[src/rtl/uart_tx_fifo.sv]
// UART transmitter with a small transmit FIFO in front of it.
// Words come in over a valid/ready handshake and are buffered. Each word is
// then sent as one frame: start bit, DATA_W data bits LSB first, an optional
// parity bit, and STOP_BITS stop bits. Every bit lasts CLKS_PER_BIT clocks.
module uart_tx_fifo #(
  parameter int    DATA_W       = 8,
  parameter string PARITY       = "ODD",
  parameter int    STOP_BITS    = 1,
  parameter int    CLKS_PER_BIT = 16,
  parameter int    FIFO_DEPTH   = 4
) (
  input  logic                          clk,
  input  logic                          rst_n,
  input  logic                          tx_valid,
  input  logic [DATA_W-1:0]             tx_data,
  output logic                          tx_ready,
  output logic                          tx,
  output logic                          busy,
  output logic [$clog2(FIFO_DEPTH):0]   fifo_level
);

  localparam int AW = $clog2(FIFO_DEPTH);
  localparam int LW = AW + 1;
  localparam int CW = $clog2(STOP_BITS * CLKS_PER_BIT);
  localparam int BW = $clog2(DATA_W);
  localparam bit HAS_PAR = (PARITY != "NONE");
  localparam bit ODD_PAR = (PARITY == "ODD");

  localparam logic [2:0] S_IDLE  = 3'd0;
  localparam logic [2:0] S_START = 3'd1;
  localparam logic [2:0] S_DATA  = 3'd2;
  localparam logic [2:0] S_PAR   = 3'd3;
  localparam logic [2:0] S_STOP  = 3'd4;

  logic [DATA_W-1:0] mem [FIFO_DEPTH];
  logic [AW-1:0]     wr_ptr;
  logic [AW-1:0]     rd_ptr;
  logic [LW-1:0]     level;
  logic [DATA_W-1:0] head;
  logic              push;
  logic              pop;
  logic              empty;
  logic              full;

  logic [2:0]        state;
  logic [CW-1:0]     cnt;
  logic [BW-1:0]     bit_idx;
  logic [DATA_W-1:0] shreg;
  logic              par_q;
  logic              bit_end;
  logic              stop_end;

  // tx_ready comes straight from the occupancy register, so it never
  // depends on tx_valid in the same cycle.
  assign empty      = (level == '0);
  assign full       = (level == LW'(FIFO_DEPTH));
  assign tx_ready   = !full;
  assign push       = tx_valid && tx_ready;
  assign head       = mem[rd_ptr];
  assign fifo_level = level;
  assign bit_end    = (cnt == CW'(CLKS_PER_BIT - 1));
  assign stop_end   = (cnt == CW'(STOP_BITS * CLKS_PER_BIT - 1));

  // Pop the head whenever the transmitter can start a frame: from idle, or
  // on the last stop cycle so back-to-back frames have no idle gap.
  always_comb begin
    // NOTE: give every always_comb output a default first; otherwise any
    // path that skips an assignment infers a latch.
    pop = 1'b0;
    if (!empty) begin
      if (state == S_IDLE)             pop = 1'b1;
      if (state == S_STOP && stop_end) pop = 1'b1;
    end
  end

  // FIFO storage write port.
  // NOTE: the storage array has no reset. Only the pointers and the level
  // decide which entries are valid, so resetting the array would add logic
  // and do nothing useful.
  always_ff @(posedge clk) begin
    if (push) mem[wr_ptr] <= tx_data;
  end

  // FIFO pointers and occupancy count.
  // NOTE: sequential state uses non-blocking assignments. Every flop then
  // samples the values from before the edge, so the order of the statements
  // does not matter.
  always_ff @(posedge clk or negedge rst_n) begin
    if (!rst_n) begin
      wr_ptr <= '0;
      rd_ptr <= '0;
      level  <= '0;
    end else begin
      if (push) wr_ptr <= wr_ptr + 1'b1;
      if (pop)  rd_ptr <= rd_ptr + 1'b1;
      case ({push, pop})
        2'b10:   level <= level + 1'b1;
        2'b01:   level <= level - 1'b1;
        default: level <= level;
      endcase
    end
  end

  // Frame sequencer. tx and busy are registered. The divider count and the
  // bit index restart whenever the state changes.
  always_ff @(posedge clk or negedge rst_n) begin
    if (!rst_n) begin
      state   <= S_IDLE;
      cnt     <= '0;
      bit_idx <= '0;
      shreg   <= '0;
      par_q   <= 1'b0;
      tx      <= 1'b1;
      busy    <= 1'b0;
    end else begin
      case (state)
        S_IDLE: begin
          cnt <= '0;
          if (pop) begin
            shreg <= head;
            par_q <= ODD_PAR ? ~^head : ^head;
            tx    <= 1'b0;
            busy  <= 1'b1;
            state <= S_START;
          end
        end
        S_START: begin
          if (bit_end) begin
            cnt     <= '0;
            bit_idx <= '0;
            tx      <= shreg[0];
            shreg   <= shreg >> 1;
            state   <= S_DATA;
          end else begin
            cnt <= cnt + 1'b1;
          end
        end
        S_DATA: begin
          if (bit_end) begin
            cnt <= '0;
            if (bit_idx == BW'(DATA_W - 1)) begin
              if (HAS_PAR) begin
                tx    <= par_q;
                state <= S_PAR;
              end else begin
                tx    <= 1'b1;
                state <= S_STOP;
              end
            end else begin
              bit_idx <= bit_idx + 1'b1;
              tx      <= shreg[0];
              shreg   <= shreg >> 1;
            end
          end else begin
            cnt <= cnt + 1'b1;
          end
        end
        S_PAR: begin
          if (bit_end) begin
            cnt   <= '0;
            tx    <= 1'b1;
            state <= S_STOP;
          end else begin
            cnt <= cnt + 1'b1;
          end
        end
        S_STOP: begin
          if (stop_end) begin
            cnt <= '0;
            if (pop) begin
              shreg <= head;
              par_q <= ODD_PAR ? ~^head : ^head;
              tx    <= 1'b0;
              state <= S_START;
            end else begin
              busy  <= 1'b0;
              state <= S_IDLE;
            end
          end else begin
            cnt <= cnt + 1'b1;
          end
        end
        default: begin
          cnt   <= '0;
          tx    <= 1'b1;
          busy  <= 1'b0;
          state <= S_IDLE;
        end
      endcase
    end
  end

endmodule

[config.mk]
export PLATFORM = sky130hd
export DESIGN_NAME = uart_tx_fifo
export DESIGN_NICKNAME = d
export VERILOG_FILES = /design/src/rtl/uart_tx_fifo.sv
export SDC_FILE = /design/constraint.sdc
export NUM_CORES = 1
export LEC_CHECK = 0
export ABC_AREA = 1
export ABC_CLOCK_PERIOD_IN_PS = 2300
export CAP_MARGIN = 10
export CORE_ASPECT_RATIO = 1.5
export CORE_MARGIN = 2
export CORE_UTILIZATION = 59
export CTS_CLUSTER_SIZE = 8
export DETAILED_ROUTE_END_ITERATION = 6
export GPL_ROUTABILITY_DRIVEN = 0
export HOLD_SLACK_MARGIN = 0.02
export PLACE_DENSITY = 0.82
export SYNTH_ARGS = -nofsm -noshare
export SYNTH_HDL_FRONTEND = slang
export SYNTH_SLANG_ARGS = --single-unit
[constraint.sdc]
create_clock -name clk -period 2.3 [get_ports clk]
set_input_delay 0.23 -clock clk [delete_from_list [all_inputs] [get_ports clk]]
set_output_delay 0.23 -clock clk [all_outputs]
set_load 0.03 [all_outputs]
Word level (Yosys, flattened, before mapping)
Memory sizes are Yosys's and may differ from the RTL's.
Index checks and enable logic that the tools add are counted.
W data, S select, Z words.
{"block": "word_totals", "register_bits": 28, "mem_bits_rw": 32, "input_bits": 11, "n_memories": 1}
{"name": "mem", "depth": 4, "width": 8, "rd": 1, "rd_ports_with_merged_regs": 0, "write_ports": 1, "line_no": "35", "source": "logic [DATA_W-1:0] mem [FIFO_DEPTH];"}
{"block": "op_classes", "n_addsub": 6, "n_eq_ne": 17, "mux": 40, "bitwise_logic": 1, "reduce_logical": 18}
{"cell": "$mux W8", "count": 5}
{"cell": "$pmux W8 S4", "count": 1}
{"cell": "$mux W3", "count": 9}
{"cell": "$mux W1", "count": 17}
{"cell": "$ne A2 B2 Y1 const B", "count": 8}
{"cell": "$pmux W3 S5", "count": 1}
{"cell": "$pmux W3 S2", "count": 2}
{"cell": "$reduce_and A4 Y1", "count": 3}
{"cell": "$eq A3 B3 Y1 const B", "count": 3}
{"cell": "$mux W4", "count": 2}
{"cell": "$reduce_xnor A8 Y1", "count": 1}
{"cell": "$add A3 B1 Y3 const B", "count": 2}
{"cell": "$eq A3 B2 Y1 const B", "count": 2}
{"cell": "$logic_not A3 Y1", "count": 2}
{"cell": "$reduce_and A6 Y1", "count": 1}
{"cell": "$reduce_bool A2 Y1", "count": 3}
{"cell": "$pmux W1 S5", "count": 1}
{"cell": "$reduce_and A5 Y1", "count": 1}
{"cell": "$add A2 B1 Y2 const B", "count": 2}
{"cell": "$add A4 B1 Y4 const B", "count": 1}
{"cell": "$eq A4 B4 Y1 const B", "count": 1}
{"cell": "$reduce_bool A4 Y1", "count": 1}
{"cell": "$reduce_or A4 Y1", "count": 1}
{"cell": "$eq A3 B1 Y1 const B", "count": 1}
{"cell": "other kinds (10)", "count": 11}

Logic depth before layout (Yosys ltp)
Gate-level depths: netlist (run 1).
{"block": "logic_depth", "depth_word": 7, "depth_mapped": 13}

Worst setup path before layout (run 1)
No wires, ideal clock.
{"block": "synth_path", "path_kind": "register to register", "start": "reg level[0], in the netlist fifo_level[0]", "end": "reg level[2], in the netlist fifo_level[2]", "setup_time_ns": 0.135, "arrival_time_ns": 2.200, "slack_ns": -0.035, "path_stages_with_launch": 10, "synth_period_minus_slack_ns": 2.335, "path_cell_list": "dfrtp_1 > inv_1 > nand3_1 > nand2_1 > ha_1 > inv_1 > fa_1 > a21oi_1 > o21ai_0 > xnor2_1"}
{"block": "synth_via", "elab_chain_len": 5, "elab_cells_between_ends": 11, "classes_between": "add/sub (2); eq/ne (3); mux (2); reduce/logical (4)"}
{"element": "start: declaration", "line_no": "38", "source": "logic [LW-1:0] level;"}
{"element": "start signal: assignment", "line_no": "97", "source": "2'b10: level <= level + 1'b1;"}
{"element": "start signal: assignment", "line_no": "98", "source": "2'b01: level <= level - 1'b1;"}
{"element": "start signal: assignment", "line_no": "99", "source": "default: level <= level;"}
{"element": "$eq A3 B3 Y1 (*)", "line_no": "56", "source": "assign full = (level == LW'(FIFO_DEPTH));"}
{"element": "$logic_not A1 Y1 (*)", "line_no": "57", "source": "assign tx_ready = !full;"}
{"element": "net tx_ready", "line_no": "16", "source": "output logic tx_ready,"}
{"element": "$logic_and A1 B1 Y1 (*)", "line_no": "58", "source": "assign push = tx_valid && tx_ready;"}
{"element": "$eq A2 B1 Y1 or $eq A2 B2 Y1 (tied branches)", "line_no": "96", "source": "case ({push, pop})"}
{"element": "$pmux W3 S2 or $reduce_bool A2 Y1 (tied branches)"}
The timed path passes the listed nets; every way through them passes the cells marked *.
A chain may end at the register's enable or synchronous reset.

Worst setup path after layout (run 1)
{"block": "layout_path", "start": "reg cnt[0]", "end": "reg level[2], in the netlist fifo_level[2]"}
{"block": "layout_via", "elab_chain_len": 6, "elab_cells_between_ends": 8, "classes_between": "eq/ne (3); mux (3); reduce/logical (2)"}
{"element": "start: declaration", "line_no": "46", "source": "logic [CW-1:0] cnt;"}
{"element": "start signal: assignment", "line_no": "135", "source": "cnt <= cnt + 1'b1;"}
{"element": "start signal: assignment", "line_no": "155", "source": "cnt <= cnt + 1'b1;"}
{"element": "start signal: assignment", "line_no": "164", "source": "cnt <= cnt + 1'b1;"}
{"element": "$eq A4 B4 Y1 (*)", "line_no": "62", "source": "assign stop_end = (cnt == CW'(STOP_BITS * CLKS_PER_BIT - 1));"}
{"element": "$logic_and A1 B1 Y1 (*)", "line_no": "72", "source": "if (state == S_STOP && stop_end) pop = 1'b1;"}
{"element": "$mux W1 (*)", "line_no": "72"}
{"element": "$mux W1 (*)", "line_no": "70", "source": "if (!empty) begin"}
{"element": "net pop", "line_no": "41", "source": "logic pop;"}
{"element": "$eq A2 B1 Y1 or $eq A2 B2 Y1 (tied branches)", "line_no": "96"}
{"element": "$pmux W3 S2 or $reduce_bool A2 Y1 (tied branches)"}
Marks and branches as above.

==> results of run 1 <==
## flip-flops by register name (all words and copies together) (netlist names)
register	count
cnt	4
busy	1
shreg	8
fifo_level	3
wr_ptr	2
par_q	1
mem	32
rd_ptr	2
tx	1
state	3
bit_idx	3
## kinds of logic after synthesis
| kind of cell | share of synthesized area (%) |
|---|---|
| and+or+nand+nor | 24.56 |
| AOI/OAI and AO/OA | 7.149 |
| buffers and inverters | 7.024 |
| xor gates and xnor gates | 2.037 |
| adders and majority gates | 3.990 |
| DFF | 55.24 |
## metal layers
layer | up-vias | global-route usage, %
met5 | - | 0
met4 | 0 | 9.815
met3 | 12 | 5.452
met2 | 24 | 38.86
met1 | 1043 | 23.10
li1 | 1107 | -
## stage by stage
| stage | TNS [ns] | area, µm² | utilization [%] | instances | total power, W |
|---|---|---|---|---|---|
| floorplan | 0 | 3013 | - | 329 | 0.003888 |
| global placement | 0 | 3242 | 66.33 | 410 | 0.004297 |
| detailed placement | 0 | 3242 | 66.33 | 410 | 0.004408 |
| CTS | 0 | 3418 | 69.94 | 426 | 0.005259 |
| global route | -0.0008382 | 3423 | 70.05 | 426 | 0.005688 |
| finish | 0 | 3423 | 70.05 | 426 | 0.005222 |
## final cells by class
cell class	instances	area, µm²	share of cell area [%]
well taps	66	82.58	2.412
clock buffers	9	123.9	3.618
flip-flops and latches	60	1663	48.57
inverters	38	145.1	4.240
repair buffers	23	212.7	6.213
multi-input cells	223	1144	33.41
clock inverters	7	52.55	1.535
## cells in the mapped netlist, types with 4 or more instances
cell type and number:
sky130_fd_sc_hd__o21ai_1 6, sky130_fd_sc_hd__dfrtp_1 27, sky130_fd_sc_hd__o21ai_2 8, sky130_fd_sc_hd__nand3_1 25, sky130_fd_sc_hd__ha_1 8, sky130_fd_sc_hd__xor2_1 4
sky130_fd_sc_hd__inv_1 28, sky130_fd_sc_hd__inv_2 9, sky130_fd_sc_hd__nand2_2 4, sky130_fd_sc_hd__nand2_1 124, sky130_fd_sc_hd__buf_2 4, sky130_fd_sc_hd__o21ai_0 10
sky130_fd_sc_hd__nor2_1 14, sky130_fd_sc_hd__edfxtp_1 32
## power by group through the flow
stage | clock [W] | sequential, W | combinational (W)
6_report | 0.000835 | 0.00173 | 0.00266
5_1_grt | 0.000903 | 0.00176 | 0.00302
4_1_cts | 0.000857 | 0.00172 | 0.00268
3_5_place_dp | 0 | 0.00174 | 0.00267
3_3_place_gp | 0 | 0.00172 | 0.00257
2_1_floorplan | 0 | 0.00174 | 0.00215
## worst paths after layout
path                                       to  slack (ns)  cells after the start  startpoint
max in group asynchronous                  tx        1.73                      2       rst_n
min in group clk                       cnt[0]        0.47                      1      cnt[0]
worst max register to register  fifo_level[2]        0.16                     11      cnt[0]
worst min-delay path               bit_idx[0]        0.27                      2       rst_n
worst max-delay path            fifo_level[2]        0.16                     11      cnt[0]
worst min register to register         cnt[0]        0.47                      1      cnt[0]
## repair_timing
| item | 4_1_cts | 5_1_grt |
|---|---|---|
| setup endpoints to repair | 0 | 1 |
| gates resized for setup | 0 | 2 |
| hold buffers | 0 | 0 |
==> metrics.md, run 1 <==
| Metric | Value |
|---|---|
| DRC | `0` |
| Arrival @ worst endpoint | `2.37 ns` |
| Insertion delay of the later-clocked pin in the worst-skew pair | `0.34 ns` |
| Count of TritonRoute iterations in the first routing pass | `4` |
| Port Buf Inserts | `16` |
| Number of flip-flops and latches in the synthesized netlist | `60` |
| Count of vias placed by the detailed router | `2186` |
| Kind of start point of the critical path | `register` |
| Uppermost metal layer occupied by signal nets | `met4` |
| Maximum number of pins on one net before global-route repair | `29` |
| Result of the run | `finished, final reports clean` |
| Metal3 WL | `153 µm` |
| Antenna Violating Nets Remaining | `0` |
| Antenna violations before repair | `0` |
| Total clock buffers created by CTS | `9` |
| Standard cell with the maximum stage delay on the critical path | `sky130_fd_sc_hd__dfrtp_1` |
| Time the worst path needs with I/O delays and setup | `2.138 ns` |
| Number of global-route vias before repair | `2166` |
| Worst slack at placement | `0.1670 ns` |
| Global-route wire length before repair | `9349 µm` |
| Pwr per Cell Area | `1525 nW/µm²` |
| Vias per cell | `5.131` |
| Internal power of the cells | `0.002830 W` |
| Register share of total power | `33.1%` |
| Row count | `31` |
| Synth warnings | `0` |
| Per-instance average area after synthesis | `9.150 µm²` |
| EDFF count, synth | `32` |
| Total net switching power | `0.002392 W` |
| Final Worst Setup Slack | `0.1617 ns` |
| Number of buffer and inverter instances along the worst setup path | `1` |
| Switching share of total power | `45.81%` |
| Total Nets Final | `375` |
| H-tree lvl count | `3` |
| Total count of hold-check failures in the final report | `0` |
| Worst hold slack | `0.2673 ns` |
| Area inside the core boundary | `4887 µm²` |
| Commonest cells after routing, fill and taps aside | `sky130_fd_sc_hd__nand2_1 (122), sky130_fd_sc_hd__edfxtp_1 (32), sky130_fd_sc_hd__inv_1 (28), sky130_fd_sc_hd__dfrtp_1 (27), sky130_fd_sc_hd__nand3_1 (25)` |
| Netlist cell types | `33` |
| Proportion of synthesized chip area in sequential cells | `55.24%` |
| Fin Clk Skew | `0.006840 ns` |
| Overall die height | `91.49 µm` |
| Die Outline Area | `5701 µm²` |
| Final setup violation count | `0` |
| Total wire length | `5561 µm` |
| Number of placed I/O pins | `17` |
| Initial Utilization | `61.60%` |
| Normalized max-slew margin | `71.95%` |
| Total gr overflow | `0` |
| Number of violations of the max-capacitance limit | `0` |
| Peak supply drop | `0.0009735 V` |
| Number of buffers inserted to repair setup after CTS | `0` |
| Total Routing Usage GR | `21.39%` |
| Clock Tree Root | `sky130_fd_sc_hd__clkbuf_8` |
| Sort of element at the end of the critical path | `register` |
| Initial detailed-routing violation count | `89` |
| Kind of cell with the highest combined delay on the critical path | `adder cells` |
| Maximum fanout count along the critical path | `5` |
| Final Slew Violations | `0` |
| Crit share post-route | `92.97%` |
| Portion of synthesized cell area occupied by the leading cell type | `31.92%` |
| Critical-path cell list | `ha_2 > nand3_2 > nand2_2 > nand2_1 > nor2_4 > ha_1 > inv_1 > fa_1 > a21oi_1 > o21ai_0 > xnor2_1` |
| Filler cell count in the final layout | `397` |
| Total length of routed met2 wires | `3096 µm` |
| Leakage | `1.557 nW` |
| Fraction of final layout cells sized beyond drive strength 1 | `16.11%` |
| Class of the most critical hold timing path | `in -> async` |
| Clock share of power | `16.0%` |
| Mean routed wirelength per cell | `13.05 µm` |
| Most frequent standard cell in the layout excluding fill and tap cells | `sky130_fd_sc_hd__nand2_1` |
| Largest area contributor in the synthesized netlist | `sky130_fd_sc_hd__edfxtp_1` |
| Kind of critical path | `reg -> reg` |
| Worst EP required | `2.53 ns` |
| Combinational power share | `50.9%` |
| Clock-pin slew on the worst setup and hold paths | `0.07 ns` |
| Syn_nets | `349` |
| HPWL Detailed | `3845 µm` |
| Post-Synthesis Cell Area | `3010 µm²` |
| Layout area overhead | `13.72%` |
| Transition at the pin with the smallest max-transition slack | `0.4208 ns` |
| Synth area leaders | `sky130_fd_sc_hd__edfxtp_1 (32%), sky130_fd_sc_hd__dfrtp_1 (22%), sky130_fd_sc_hd__nand2_1 (15%)` |
| Highest attainable clock frequency | `467.7 MHz` |
| CTS Sinks | `60` |
| Ys async rst share | `46.67%` |
| TritonCTS clock tree | `built` |
| Die Width | `62.32 µm` |
| Routed length on met1 | `2195 µm` |
| Critical path's largest stage delay | `0.38 ns` |
| Count of inserted antenna diode cells | `0` |
| Most used flip-flop cell after synthesis | `sky130_fd_sc_hd__edfxtp_1` |
| Number of cells produced by synthesis | `329` |
| Max clock buf depth | `2` |
No activity file was read; power rests on OpenSTA's default activity.
==> run 2: changes to the inputs <==
--- a/config.mk
+++ b/config.mk
@@ -9,11 +9,9 @@
 export ABC_CLOCK_PERIOD_IN_PS = 2300
 export CAP_MARGIN = 10
 export CORE_ASPECT_RATIO = 1.5
-export CORE_MARGIN = 2
 export CORE_UTILIZATION = 59
 export CTS_CLUSTER_SIZE = 8
 export DETAILED_ROUTE_END_ITERATION = 6
-export GPL_ROUTABILITY_DRIVEN = 0
 export HOLD_SLACK_MARGIN = 0.02
 export PLACE_DENSITY = 0.82
 export SYNTH_ARGS = -nofsm -noshare
==> run 2 against run 1 <==
Combinational power about the same; count of clock-buffer cells in the layout grew 2; clock power up 6.7%; wire length is 6.1% lower; core utilization increased by 0.82 points; first-iteration DRC count down 31%; critical path depth stayed put; total power increased by 1.3%; critical path type unchanged.
==> metrics.md, run 2 (same netlist as run 1, synthesis figures left out) <==
| Metric | Value |
|---|---|
| Result of the run | `finished, final reports clean` |
| Total wire length | `5223 µm` |
| Standard cell with the maximum stage delay on the critical path | `sky130_fd_sc_hd__fa_1` |
| Global-route wire length before repair | `8597 µm` |
| Number of flip-flops under the largest register name | `32` |
| Capture point of the worst path | `fifo_level[2]` |
| Transition at the pin with the smallest max-transition slack | `0.4374 ns` |
| R2R depth | `11` |
| Vias per cell | `5.063` |
| Max clock buf depth | `2` |
| Peak supply drop | `0.0007183 V` |
| Fin Clk Skew | `0.004906 ns` |
| Leakage | `1.577 nW` |
| Normalized max-slew margin | `70.84%` |
| Die Width | `60.32 µm` |
| Critical-path cell list | `ha_2 > nand3_2 > nand2_1 > nand2_1 > nor2_4 > ha_1 > inv_1 > fa_1 > a21oi_1 > o21ai_0 > xnor2_1` |
| Port Buf Inserts | `16` |
| Instance area at placement | `3242 µm²` |
| Final design utilization | `70.86%` |
| Number of global-route vias before repair | `2125` |
| Initial Utilization | `62.09%` |
| Register with the most flip-flops | `mem` |
| Pwr per Cell Area | `1539 nW/µm²` |
| Critical path origin | `cnt[0]` |
| Layout area overhead | `14.13%` |
| Cell type with the highest occurrence count on the critical path | `sky130_fd_sc_hd__nand2_1` |
| Worst hold slack | `0.2762 ns` |
| H-tree lvl count | `3` |
| DRC | `0` |
| Commonest cells after routing, fill and taps aside | `sky130_fd_sc_hd__nand2_1 (123), sky130_fd_sc_hd__edfxtp_1 (32), sky130_fd_sc_hd__inv_1 (28), sky130_fd_sc_hd__dfrtp_1 (27), sky130_fd_sc_hd__nand3_1 (25)` |
| Most frequent standard cell in the layout excluding fill and tap cells | `sky130_fd_sc_hd__nand2_1` |
| Count of vias placed by the detailed router | `2162` |
| Total count of hold-check failures in the final report | `0` |
| Highest attainable clock frequency | `470.8 MHz` |
| Overall die height | `89.49 µm` |
| Time the worst path needs with I/O delays and setup | `2.124 ns` |
| Area of all placed cells without fillers | `3436 µm²` |
| Antenna Violating Nets Remaining | `0` |
| Mean routed wirelength per cell | `12.23 µm` |
| Hold buffer count at CTS | `0` |
| TritonCTS clock tree | `built` |
| Arrival @ worst endpoint | `2.34 ns` |
| Total clock buffers created by CTS | `9` |
| FF-to-FF End | `fifo_level[2]` |
| Final setup violation count | `0` |
| Fraction of final layout cells sized beyond drive strength 1 | `15.51%` |
| Worst EP required | `2.51 ns` |
| RePlAce Congestion | `0.8683` |
| Class of the most critical hold timing path | `in -> async` |
| Final Slew Violations | `0` |
| Row count | `31` |
| Number of placed I/O pins | `17` |
| Clock-pin slew on the worst setup and hold paths | `0.07 ns` |
| HPWL Detailed | `3690 µm` |
| Count of inserted antenna diode cells | `0` |
| Reg-to-reg setup timing slack | `0.18 ns` |
| Initial detailed-routing violation count | `61` |
| Maximum fanout count along the critical path | `5` |
| Kind of critical path | `reg -> reg` |
| Beginning of the worst register-to-register path | `cnt[0]` |
| Total gr overflow | `0` |
| Antenna violations before repair | `0` |
| CTS Sinks | `60` |
| Total Nets Final | `376` |
| Critical path's largest stage delay | `0.37 ns` |
| Total Routing Usage GR | `22.09%` |
| Maximum number of pins on one net before global-route repair | `29` |
| Area inside the core boundary | `4848 µm²` |
| Number of violations of the max-capacitance limit | `0` |
| Count of TritonRoute iterations in the first routing pass | `4` |
| Clock Tree Root | `sky130_fd_sc_hd__clkbuf_8` |
| Accumulated negative setup slack | `0 ns` |
| Biggest registers after layout | `mem (32), shreg (8), cnt (4)` |
| Crit share post-route | `92.35%` |
| Sort of element at the end of the critical path | `register` |
| Insertion delay of the later-clocked pin in the worst-skew pair | `0.33 ns` |
| Kind of start point of the critical path | `register` |
| Die Outline Area | `5398 µm²` |
## run 2: what timing repair did
item	4_1_cts	5_1_grt
setup buffers	0	1
gates resized for setup	0	1
setup endpoints to repair	0	1
## run 2: power breakdown
part           switching [W]  leakage (nW)  internal, W
Sequential          0.000239         0.642      0.00149
Clock               0.000396        0.0931     0.000495
Combinational        0.00171         0.842     0.000963
## run 2: cell type report
type	instances	area [µm²]
Clock buffer	11	131.4
Clock inverter	5	52.55
Fill cell	358	1413
Inverter	38	145.1
Multi-Input combinational cell	223	1141
Sequential cell	60	1663
Tap cell	66	82.58
Timing Repair Buffer	24	220.2
## run 2: worst min path at each step
| stage | endpoint | slack, ns | depth (start not counted) |
|---|---|---|---|
| after floorplan | bit_idx[0] | -0.07 | 0 |
| after global placement | cnt[0] | 0.45 | 1 |
| after detailed placement | tx | 0.47 | 2 |
| after CTS | shreg[2] | 0.28 | 2 |
| after global routing | shreg[2] | 0.31 | 2 |
| final | shreg[2] | 0.28 | 2 |
## run 2: metrics by stage
step / total power (W) / setup slack (ns) / std cells
finish: 0.005288 / 0.1759 / 427
global route: 0.005759 / -0.002098 / 427
CTS: 0.005316 / 0.1342 / 426
detailed placement: 0.004405 / 0.1461 / 410
global placement: 0.004302 / 0.2401 / 410
floorplan: 0.003888 / 0.02651 / 329
## run 2: critical path, delay by kind of cell (launching register included)
kind / cells / cell delay [ns]
compound gates: 2 / 0.26
fa+ha+maj: 3 / 0.73
buf+inv: 1 / 0.07
simple gates: 4 / 0.45
flops: 1 / 0.36
xor+xnor: 1 / 0.14
## run 2: layer usage
layer | global-route usage (%) | routed length, µm
met1 | 23.43 | 2152
met2 | 38.26 | 2787
met3 | 4.342 | 119
met4 | 15.43 | 164
met5 | 0 | 0
==> run 3: changes to the inputs <==
--- a/config.mk
+++ b/config.mk
@@ -6,7 +6,7 @@
 export NUM_CORES = 1
 export LEC_CHECK = 0
 export ABC_AREA = 1
-export ABC_CLOCK_PERIOD_IN_PS = 2300
+export ABC_CLOCK_PERIOD_IN_PS = 2100
 export CAP_MARGIN = 10
 export CORE_ASPECT_RATIO = 1.5
 export CORE_UTILIZATION = 59
@@ -14,6 +14,7 @@
 export DETAILED_ROUTE_END_ITERATION = 6
 export HOLD_SLACK_MARGIN = 0.02
 export PLACE_DENSITY = 0.82
+export SLEW_MARGIN = 20
 export SYNTH_ARGS = -nofsm -noshare
 export SYNTH_HDL_FRONTEND = slang
 export SYNTH_SLANG_ARGS = --single-unit
==> constraint.sdc (replaced) <==
create_clock -name clk -period 2.1 [get_ports clk]
set_input_delay 0.21 -clock clk [delete_from_list [all_inputs] [get_ports clk]]
set_output_delay 0.21 -clock clk [all_outputs]
set_load 0.03 [all_outputs]
==> run 3 against run 2 <==
First-iteration DRC count rose by 33%; critical endpoint unchanged; setup slack got worse by 0.061 ns; non-clock buffer count rose by 4; final area rose by 2.3%.
==> metrics.md, run 3 (same netlist as run 1, synthesis figures left out) <==
| Metric | Value |
|---|---|
| Result of the run | `finished, final reports clean` |
| Maximum fanout count along the critical path | `3` |
| Insertion delay of the later-clocked pin in the worst-skew pair | `0.34 ns` |
| Arrival @ worst endpoint | `2.21 ns` |
| Biggest registers after layout | `mem (32), shreg (8), cnt (4)` |
| Transition at the pin with the smallest max-transition slack | `0.3541 ns` |
| HPWL Detailed | `3833 µm` |
| Peak supply drop | `0.0008060 V` |
| Total count of hold-check failures in the final report | `0` |
| Vias per cell | `5.037` |
| Time the worst path needs with I/O delays and setup | `1.985 ns` |
| Setup repair after global routing missed its margin | `false` |
| Final Slew Violations | `0` |
| Area inside the core boundary | `4848 µm²` |
| Fin Clk Skew | `0.008608 ns` |
| Number of placed I/O pins | `17` |
| Die Width | `60.32 µm` |
| Accumulated negative setup slack | `0 ns` |
| Global-route wire length before repair | `8997 µm` |
| Max clock buf depth | `2` |
| Fraction of final layout cells sized beyond drive strength 1 | `18.08%` |
| Total wire length | `5405 µm` |
| Leakage | `1.599 nW` |
| Total clock buffers created by CTS | `9` |
| Clock-pin slew on the worst setup and hold paths | `0.07 ns` |
| Kind of start point of the critical path | `register` |
| Final setup violation count | `0` |
| Antenna violations before repair | `0` |
| Layout area overhead | `16.79%` |
| Total gr overflow | `0` |
| Count of TritonRoute iterations in the first routing pass | `5` |
| Overall die height | `89.49 µm` |
| Total Nets Final | `380` |
| DRC | `0` |
| Die Outline Area | `5398 µm²` |
| Highest attainable clock frequency | `503.7 MHz` |
| Number of violations of the max-capacitance limit | `0` |
| Port Buf Inserts | `16` |
| Total Routing Usage GR | `23.50%` |
| TritonCTS clock tree | `built` |
| Normalized max-slew margin | `76.40%` |
| Crit share post-route | `94.54%` |
| Count of inserted antenna diode cells | `0` |
| H-tree lvl count | `3` |
| Sort of element at the end of the critical path | `register` |
| Register with the most flip-flops | `mem` |
| Row count | `31` |
| Initial detailed-routing violation count | `81` |
| Antenna Violating Nets Remaining | `0` |
| Most frequent standard cell in the layout excluding fill and tap cells | `sky130_fd_sc_hd__nand2_1` |
| Count of vias placed by the detailed router | `2171` |
| Final design utilization | `72.52%` |
| Class of the most critical hold timing path | `in -> async` |
| CTS Sinks | `60` |
| Kind of critical path | `reg -> reg` |
| Number of global-route vias before repair | `2073` |
| Mean routed wirelength per cell | `12.54 µm` |
| Clock Tree Root | `sky130_fd_sc_hd__clkbuf_8` |
| RePlAce Congestion | `0.8899` |
| Number of flip-flops under the largest register name | `32` |
| Initial Utilization | `62.09%` |
| Worst EP required | `2.32 ns` |
| Pwr per Cell Area | `1698 nW/µm²` |
| Commonest cells after routing, fill and taps aside | `sky130_fd_sc_hd__nand2_1 (121), sky130_fd_sc_hd__edfxtp_1 (32), sky130_fd_sc_hd__inv_1 (27), sky130_fd_sc_hd__dfrtp_1 (27), sky130_fd_sc_hd__nand3_1 (24)` |
| Hold buffer count at CTS | `0` |
| Maximum number of pins on one net before global-route repair | `29` |
## run 3: path summary, 6_finish.rpt
kind	from	end	slack, ns	cells past startpoint
setup / recovery	cnt[1]	fifo_level[2]	0.11	11
hold / removal	rst_n	cnt[2]	0.26	2
setup reg to reg	cnt[1]	fifo_level[2]	0.11	11
hold reg to reg	tx	tx	0.47	2
max in group asynchronous	rst_n	tx	1.54	2
min in group clk	tx	tx	0.47	2
## run 3: final cells by class
type / count / area, µm²
Sequential cell: 60 / 1663
Fill cell: 371 / 1333
Multi-Input combinational cell: 223 / 1192
Timing Repair Buffer: 28 / 250.2
Inverter: 38 / 145.1
Clock buffer: 10 / 127.6
Tap cell: 66 / 82.58
Clock inverter: 6 / 55.05
## run 3: repair_timing
item                       4_1_cts  5_1_grt
setup endpoints to repair        0        2
buffers inserted                 0        2
gates resized for setup          0       10
## run 3: where the power goes
group	leakage (nW)	internal, W	switching, W	total [W]
Combinational	0.865	0.00115	0.00198	0.00313
Sequential	0.642	0.00163	0.000241	0.00187
Clock	0.0911	0.000535	0.000432	0.000967
## run 3: worst max-delay path, stage by stage, from the launching register on
cell                      delay (ns)
sky130_fd_sc_hd__dfrtp_1        0.40
sky130_fd_sc_hd__ha_4           0.16
sky130_fd_sc_hd__nand3_2        0.09
sky130_fd_sc_hd__nand2_2        0.08
sky130_fd_sc_hd__nand2_2        0.07
sky130_fd_sc_hd__nor2_4         0.11
sky130_fd_sc_hd__ha_4           0.14
sky130_fd_sc_hd__inv_2          0.05
sky130_fd_sc_hd__fa_2           0.40
sky130_fd_sc_hd__a21oi_2        0.14
sky130_fd_sc_hd__o21ai_1        0.09
sky130_fd_sc_hd__xnor2_1        0.13
## run 3: routing by layer
metal	part of all wire [%]	routed length [µm]	GRT usage [%]	vias to the layer above
li1	-	-	-	1117
met1	40	2175	25.80	1019
met4	2.0	110	11.42	0
met3	2.6	138	6.078	9
met2	55	2981	41.16	26
met5	0	0	0	-
## run 3: through the flow
step | hold WS [ns] | total power, W | setup slack [ns] | instance area, µm² | cells
floorplan | -0.08559 | 0.004284 | 0.01559 | 3030 | 329
CTS | 0.2626 | 0.005865 | 0.02049 | 3465 | 429
global placement | 0.4462 | 0.004774 | 0.1105 | 3282 | 413
finish | 0.2560 | 0.005968 | 0.1148 | 3516 | 431
global route | 0.2810 | 0.006491 | 0.01238 | 3516 | 431
detailed placement | 0.4612 | 0.004889 | 0.03325 | 3282 | 413
